$ cat config.mk
export PLATFORM = sky130hd
export DESIGN_NAME = conv_12a8
export DESIGN_NICKNAME = d
export VERILOG_FILES = /design/src/rtl/conv_12a8_pkg.sv /design/src/rtl/conv_12a8_bit_reservoir.sv /design/src/rtl/conv_12a8.sv
export SDC_FILE = /design/constraint.sdc
export NUM_CORES = 1
export LEC_CHECK = 0
export CORE_MARGIN = 2
export CORE_UTILIZATION = 45
export DETAILED_ROUTE_END_ITERATION = 6
export GPL_ROUTABILITY_DRIVEN = 0
export PLACE_DENSITY = 0.69
export SYNTH_ARGS = -nofsm -noshare
export SYNTH_HDL_FRONTEND = slang
export SYNTH_SLANG_ARGS = --single-unit
$ cat constraint.sdc
create_clock -name clk -period 3.6 [get_ports clk]
set_input_delay 0.36 -clock clk [delete_from_list [all_inputs] [get_ports clk]]
set_output_delay 0.36 -clock clk [all_outputs]
set_load 0.01 [all_outputs]
$ cat src/rtl/conv_12a8_pkg.sv
// rtl/conv_12a8_pkg.sv - shared gearbox width constants for the 12-to-8 converter
package conv_12a8_pkg;

  localparam int IN_W  = 12;
  localparam int OUT_W = 8;
  localparam int BUF_W = 24;
  localparam int CNT_W = 5;

endpackage

$ cat src/rtl/conv_12a8_bit_reservoir.sv
// rtl/conv_12a8_bit_reservoir.sv - combinational pop-8 / push-12 bit reservoir update
module conv_12a8_bit_reservoir
  import conv_12a8_pkg::*;
#(
  parameter bit MSB_FIRST = 1'b0
) (
  input  logic [BUF_W-1:0] buf_i,
  input  logic [CNT_W-1:0] cnt_i,
  input  logic             pop,
  input  logic             push,
  input  logic [IN_W-1:0]  word,
  output logic [BUF_W-1:0] buf_o,
  output logic [CNT_W-1:0] cnt_o,
  output logic [OUT_W-1:0] head_o
);

  localparam logic [CNT_W-1:0] IN_W_C  = CNT_W'(IN_W);
  localparam logic [CNT_W-1:0] OUT_W_C = CNT_W'(OUT_W);

  logic [BUF_W-1:0] buf_pop;
  logic [CNT_W-1:0] cnt_pop;
  logic [BUF_W-1:0] word_ext;

  // Oldest bits sit at the low end (LSB-first) or the high end (MSB-first);
  // the pop removes them first, then the new word lands right behind what is left.
  // Bits outside the valid window are always zero, which makes flush padding free.
  always_comb begin
    buf_pop  = buf_i;
    cnt_pop  = cnt_i;
    word_ext = {{(BUF_W-IN_W){1'b0}}, word};
    if (pop) begin
      buf_pop = MSB_FIRST ? (buf_i << OUT_W) : (buf_i >> OUT_W);
      cnt_pop = cnt_i - OUT_W_C;
    end
    buf_o = buf_pop;
    cnt_o = cnt_pop;
    if (push) begin
      if (MSB_FIRST) begin
        buf_o = buf_pop | (word_ext << (IN_W_C - cnt_pop));
      end else begin
        buf_o = buf_pop | (word_ext << cnt_pop);
      end
      cnt_o = cnt_pop + IN_W_C;
    end
    head_o = MSB_FIRST ? buf_o[BUF_W-1 -: OUT_W] : buf_o[OUT_W-1:0];
  end

endmodule

$ cat src/rtl/conv_12a8.sv
// rtl/conv_12a8.sv - 12-bit to 8-bit width gearbox; optional flush via CONV12A8_FLUSH_EN
module conv_12a8
  import conv_12a8_pkg::*;
#(
  parameter bit MSB_FIRST = 1'b0
) (
  input  logic              clk,
  input  logic              rst_n,
  input  logic [IN_W-1:0]   s_data,
  input  logic              s_valid,
  output logic              s_ready,
  output logic [OUT_W-1:0]  m_data,
  output logic              m_valid,
  input  logic              m_ready
`ifdef CONV12A8_FLUSH_EN
  ,
  input  logic              flush,
  output logic              flush_busy
`endif
);

  localparam logic [CNT_W-1:0] IN_W_C  = CNT_W'(IN_W);
  localparam logic [CNT_W-1:0] OUT_W_C = CNT_W'(OUT_W);

  logic [BUF_W-1:0] buf_q, buf_d;
  logic [CNT_W-1:0] cnt_q, cnt_d;
  logic [OUT_W-1:0] m_data_q, m_data_d;
  logic             m_valid_q, m_valid_d;
  logic             s_ready_q, s_ready_d;
  logic             busy_d;

  logic             in_fire, out_fire;
  logic [BUF_W-1:0] res_buf;
  logic [CNT_W-1:0] res_cnt;
  logic [OUT_W-1:0] res_head;

  assign in_fire  = s_valid & s_ready_q;
  assign out_fire = m_valid_q & m_ready;

  conv_12a8_bit_reservoir #(
    .MSB_FIRST (MSB_FIRST)
  ) u_reservoir (
    .buf_i  (buf_q),
    .cnt_i  (cnt_q),
    .pop    (out_fire),
    .push   (in_fire),
    .word   (s_data),
    .buf_o  (res_buf),
    .cnt_o  (res_cnt),
    .head_o (res_head)
  );

`ifdef CONV12A8_FLUSH_EN
  logic flush_busy_q;
`endif

  // Next-state: reservoir update, flush padding, and registered handshake outputs.
  always_comb begin
    buf_d  = res_buf;
    cnt_d  = res_cnt;
    busy_d = 1'b0;
`ifdef CONV12A8_FLUSH_EN
    busy_d = flush_busy_q ? (cnt_q != '0) : flush;
    // Residue bits are already zero above the valid window, so padding is just a count bump.
    if (flush_busy_q && (cnt_q == CNT_W'(4))) begin
      cnt_d = OUT_W_C;
    end
`endif
    m_data_d  = res_head;
    m_valid_d = (cnt_d >= OUT_W_C);
    s_ready_d = (cnt_d <= IN_W_C) && !busy_d;
  end

  // Datapath and output registers.
  always_ff @(posedge clk or negedge rst_n) begin
    if (!rst_n) begin
      buf_q     <= '0;
      cnt_q     <= '0;
      m_data_q  <= '0;
      m_valid_q <= 1'b0;
      s_ready_q <= 1'b1;
    end else begin
      buf_q     <= buf_d;
      cnt_q     <= cnt_d;
      m_data_q  <= m_data_d;
      m_valid_q <= m_valid_d;
      s_ready_q <= s_ready_d;
    end
  end

`ifdef CONV12A8_FLUSH_EN
  // Flush-in-progress flag; holds off new input until the padded residue drains.
  always_ff @(posedge clk or negedge rst_n) begin
    if (!rst_n) begin
      flush_busy_q <= 1'b0;
    end else begin
      flush_busy_q <= busy_d;
    end
  end

  assign flush_busy = flush_busy_q;
`endif

  assign s_ready = s_ready_q;
  assign m_data  = m_data_q;
  assign m_valid = m_valid_q;

endmodule

==> flow_summary.toml, run 1 <==
[setup_path]
crit_path_end_kind = "flop"
worst_setup_path_start_kind = "input port"
cp_max_fo = 27
cp.arrival_ps = 2240
critPathRequiredTime_ps = 3870
worstSetupPathType = "input port to flop"

[global_route]
grt_usage_pct = 19.85
grt_pass1_vias = 1340
antenna_found_initial = 0
grt_overflow = 0
grt_start_max_net_pins = 30
grt_first_pass_wirelength_um = 6285

[worst_hold_path]
hold_class = "input port to asynchronous set/reset pin"

[cts]
cts_tree = "done"
cts.htree.levels = 2
cts_buffers = 5
clkSinkCount = 29
cts_setup_buffers = 0
clk_pin_slew_worst_paths_ps = 90
ctsResizeCount = 0
clkLatencyLatePin_ps = 330
cts_root_buffer = "clkbuf_4"
cts_hold_buf = 0
cts_buffer_depth = 2

[sta]
finalHoldViolations = 0
setup_slack_ps = 1633
setup-violations-final = 0
worst_slew_pin_slew_ps = 823.9
rsz0062_at_grt = "no"
max-slew-margin-rel_pct = 45.07
slew_viol_final = 0
tns_ps = 0
max_freq_mhz = 508.4
finalCritPeriodShare_pct = 54.63
min_period_ps = 1967
fin_skew_ps = 4.108

[floorplanning]
die_area_mm2 = 0.004144
rows = 21
num_io_pins = 26
die_h_um = 64.38
fp.coreArea_mm2 = 0.003416
die_w_um = 64.38
start_util_pct = 48.02

[pwr]
power_mw = 1.601
p_per_area_mw_per_mm2 = 840.4
ir_drop_uv = 466.6
p_leak_nw = 0.8392

[route]
first_pass_iters = 4
wl_per_cell_um = 15.86
via_count = 1316
antenna_left = 0
drtIter0Drc = 50
viasPerCell = 5.722
routed_wirelength_um = 3647
drc = 0

[synth]
seq_area_frac_synth_pct = 44.32
syn_area_per_cell_um2 = 9.764
synth_area_leaders = "dfrtp_1, mux2i_1, nand2_1, nor2_1, a221o_1"
synth.top_cell.area_share_pct = 42.72
yosys.area_share.adder_pct = 0.6102
syn_inst = 168
synth-xor-area-share_pct = 2.670
synth_fp_nets = 184
netlist_area_mm2 = 0.001640
yosysUniqueCellTypes = 36
synth_top_family_by_area = "simple AND/OR/NAND/NOR gates"
synth_compound_area_share_pct = 15.94
yosys.area_share.simple_pct = 19.30
synthMuxAreaShare_pct = 10.53
synth-seq-cells = 29
yosysWarnings = 0
synth_top_cell_by_area = "dfrtp_1"

[final_layout]
nFillCells = 305
final_layout_size_suffix_gt1_share_pct = 11.41
area_growth_pct = 16.17
antenna_cells = 0
nets = 200

[status]
status = "finished clean"

[placement]
io_buffer_count = 25
dp_slack_ps = 1294
dp_hpwl_um = 2490

[flow_run]
maxCapViolations = 0
[cells by family (layout without fill, tap and decap cells)]
| group | Yosys count | after routing |
|---|---|---|
| AO/OA/AOI/OAI | 30 | 30 |
| XOR/XNOR | 5 | 5 |
| adder cells (fa/ha/maj) | 1 | 1 |
| buffers and inverters | 18 | 34 |
| flip-flops | 29 | 29 |
| multiplexers | 16 | 16 |
| AND/OR/NAND/NOR | 69 | 69 |
[metal layers]
metal  up-vias  GRT usage, %  share of wire (%)
li1        619             -                  -
met1       648         26.49                 48
met2        40         29.43                 44
met3         9         5.458                5.1
met4         0         10.11                2.1
met5         -             0                  0
[power breakdown]
part / switching, mW / internal, mW
Sequential: 0.147 / 0.483
Combinational: 0.358 / 0.407
Clock: 0.115 / 0.0921
[area by class of cell]
type	count	area (um^2)	area share, %
multi-input cells	121	804.5	42.22
flip-flops and latches	29	726.9	38.15
repair buffers	26	257.7	13.53
well taps	46	57.56	3.020
clock buffers	7	55.05	2.889
inverters	1	3.754	0.1970
[worst max-delay path, stage by stage]
cell	delay, ps
clkdlybuf4s50_1	500
nand2_2	450
a2bb2oi_2	180
nor3b_1	510
a221o_1	240
[stage by stage]
step	cell area, um^2	utilization [%]	std cells	hold slack, ps
after CTS	1906	55.79	230	412.1
after global placement	1851	54.18	223	483.1
after detailed placement	1851	54.18	223	490.0
after floorplan	1640	-	168	64.41
final	1906	55.79	230	401.5
after global routing	1906	55.79	230	412.6
[cell usage after synthesis]
master      n
a21bo_1     1
a21oi_2     1
a221o_1     8
a22oi_1     1
a2bb2oi_2   1
a31o_2      4
and2_1      2
and2_4      1
and3_1      1
buf_1       1
buf_2       3
buf_4       8
buf_6       1
clkbuf_1    4
dfrtp_1    28
dfstp_2     1
inv_1       1
maj3_1      1
mux2_2      2
mux2_4      2
mux2i_1    12
nand2_1    27
nand2_2     1
nand2b_1    4
nand3_1     2
nand3b_4    1
nand4_1     1
nor2_1     23
nor2b_1     1
nor3_1      4
nor3b_1     1
o21ai_0     2
o22ai_1     4
o2bb2ai_1   4
o311ai_0    4
xnor2_1     5
[worst paths after layout]
path                                     from                   to  slack (ps)  cells after the start
min in group clk           buf_q[7]$_DFF_PN0_   buf_q[7]$_DFF_PN0_         500                      2
max in group asynchronous               rst_n    s_ready$_DFF_PN1_        2880                      2
min                                     rst_n   buf_q[4]$_DFF_PN0_         400                      2
max reg2reg                 m_valid$_DFF_PN0_  buf_q[22]$_DFF_PN0_        1720                      4
min reg2reg                buf_q[7]$_DFF_PN0_   buf_q[7]$_DFF_PN0_         500                      2
max                                   m_ready  buf_q[22]$_DFF_PN0_        1630                      5
[flip-flops by register name, summed over array words and instances (netlist names)]
signal / cells
cnt_q: 3
buf_q: 24
s_ready: 1
m_valid: 1
[cell usage in the layout, fill, tap and decap left out, drive strengths merged]
cell and n:
nand4 1, a31o 4, nor3 4, nand2b 4, dfstp 1, nand3 2
a21bo 1, and2 3, a221o 8, maj3 1, nor3b 1, clkdlybuf4s50 25
mux2 4, o22ai 4, nand2 28, nor2 23, o311ai 4, o2bb2ai 4
xnor2 5, a21oi 1, clkbuf 7, mux2i 12, o21ai 2, nor2b 1
nand3b 1, a2bb2oi 1, buf 1, dfrtp 28, and3 1, inv 1
a22oi 1
No activity file was read; power rests on OpenSTA's default activity.
==> run 2: changes to the inputs <==
--- a/config.mk
+++ b/config.mk
@@ -9,7 +9,7 @@
 export CORE_UTILIZATION = 45
 export DETAILED_ROUTE_END_ITERATION = 6
 export GPL_ROUTABILITY_DRIVEN = 0
-export PLACE_DENSITY = 0.69
+export PLACE_DENSITY = 0.71
 export SYNTH_ARGS = -nofsm -noshare
 export SYNTH_HDL_FRONTEND = slang
 export SYNTH_SLANG_ARGS = --single-unit
==> constraint.sdc (replaced) <==
create_clock -name clk -period 1.68 [get_ports clk]
set_input_delay 0.168 -clock clk [delete_from_list [all_inputs] [get_ports clk]]
set_output_delay 0.168 -clock clk [all_outputs]
set_load 0.01 [all_outputs]
==> flow_summary.toml, run 2 (synthesis results as in run 1) <==
[status]
status = "finished clean"

[pwr]
p_leak_nw = 0.9150
pwr-share-comb_pct = 54.9
power_mw = 3.673
p_sw_mw = 1.404
p_per_area_mw_per_mm2 = 1808
clkPwrFrac_pct = 11.3
p_seq_share_pct = 33.8
ir_drop_uv = 925.2
power.internal_mw = 2.269
switching_share_pct = 38.23

[floorplanning]
fp.coreArea_mm2 = 0.003416
rows = 21
die_area_mm2 = 0.004144
num_io_pins = 26
die_w_um = 64.38
die_h_um = 64.38
start_util_pct = 48.02

[sta]
finalCritPeriodShare_pct = 94.21
rsz0062_at_grt = "no"
slew_viol_final = 0
setup_slack_ps = 97.25
tns_ps = 0
fin_skew_ps = 5.644
max_freq_mhz = 631.8
max-slew-margin-rel_pct = 67.82
finalHoldViolations = 0
setup-violations-final = 0
min_period_ps = 1583
worst_slew_pin_slew_ps = 481.7

[setup_path]
cp_max_fo = 3
critPathBufInv = 1
critPathRequiredTime_ps = 1510
worstPathCellList = "clkdlybuf4s50_1"
regToRegSetupSlack_ps = 160
reg2reg_from = "cnt_q[3]$_DFF_PN0_"
critical-path-top-delay-family = "flip-flops"
worstSetupPathType = "flop to output port"
rr_worst_depth = 4
critical_path.slowest_cell = "dfstp_2"
endpoint = "s_ready"
crit_path_end_kind = "output port"
r2r-end = "buf_q[4]$_DFF_PN0_"
worst_setup_path_start_kind = "flop"
worstSetupStartpoint = "s_ready$_DFF_PN1_"
path_depth = 1
cp.arrival_ps = 1410
worst_path_largest_cell_delay_ps = 550

[global_route]
grt_overflow = 0
grt_pass1_vias = 1429
antenna_found_initial = 0
grt_usage_pct = 21.21
grt_start_max_net_pins = 30
grt_first_pass_wirelength_um = 6582

[route]
viasPerCell = 5.584
via_count = 1368
drtIter0Drc = 75
drc = 0
routed_wirelength_um = 3829
antenna_left = 0
first_pass_iters = 4
wl_per_cell_um = 15.63

[cts]
clkLatencyLatePin_ps = 340
ctsResizeCount = 0
cts_setup_buffers = 0
cts_buffer_depth = 2
cts.htree.levels = 2
clkSinkCount = 29
clk_pin_slew_worst_paths_ps = 100
cts_tree = "done"
cts_hold_buf = 0
cts_buffers = 5
cts_root_buffer = "clkbuf_4"

[final_layout]
finalInstanceArea_mm2 = 0.002032
antenna_cells = 0
largest_register = "buf_q"
nets = 214
final_layout_size_suffix_gt1_share_pct = 18.09
largest_reg_flops = 24
final_common_cell = "dfrtp_1"
post_layout_nonfiller_instances = 245
reg_top3 = "buf_q x24, cnt_q x3"
mostFrequentLayoutCells = "dfrtp_1, nand2_1, clkdlybuf4s50_1"
area_growth_pct = 23.87

[worst_hold_path]
hold_class = "input port to asynchronous set/reset pin"

[placement]
placed_cells = 237
dp_hpwl_um = 2752
dp_slack_ps = -104.7
place_area_mm2 = 0.001981
io_buffer_count = 25

[flow_run]
maxCapViolations = 0
==> run 2: layout make-up <==
type                            instances  area (um^2)
Inverter                                1        3.754
Sequential cell                        29        726.9
Multi-Input combinational cell        121        804.5
Fill cell                             280         1384
Clock inverter                          2        10.01
Clock buffer                            6        41.29
Tap cell                               46        57.56
Timing Repair Buffer                   40        387.9
==> run 2: worst min-delay path by stage <==
stage	from	end	slack, ps	cells after the start
2_1_floorplan	rst_n	buf_q[0]$_DFF_PN0_	-130	0
3_3_place_gp	buf_q[6]$_DFF_PN0_	buf_q[6]$_DFF_PN0_	480	2
3_5_place_dp	buf_q[6]$_DFF_PN0_	buf_q[6]$_DFF_PN0_	490	2
4_1_cts	rst_n	buf_q[7]$_DFF_PN0_	210	2
5_1_grt	rst_n	buf_q[14]$_DFF_PN0_	220	2
6_report	rst_n	buf_q[6]$_DFF_PN0_	210	2
==> run 2: metrics by stage <==
stage	hold slack, ps	utilization, %
2_1_floorplan	-127.6	-
3_3_place_gp	478.5	57.99
3_5_place_dp	489.4	57.99
4_1_cts	213.4	59.49
5_1_grt	222.8	59.49
6_report	205.8	59.49
==> run 2: metal layers <==
metal	global-route usage, %	up-vias	share of wire [%]
li1	-	650	-
met1	26.13	662	45
met2	33.33	47	48
met3	6.514	9	5.7
met4	11.17	0	1.8
met5	0	-	0
==> run 2: power groups by stage <==
| stage | sequential [mW] | clock (mW) | combinational, mW |
|---|---|---|---|
| detailed placement | 1.26 | 0 | 2.00 |
| floorplan | 1.22 | 0 | 1.41 |
| global route | 1.29 | 0.458 | 2.20 |
| finish | 1.24 | 0.416 | 2.02 |
| global placement | 1.24 | 0 | 1.96 |
| CTS | 1.24 | 0.426 | 2.01 |
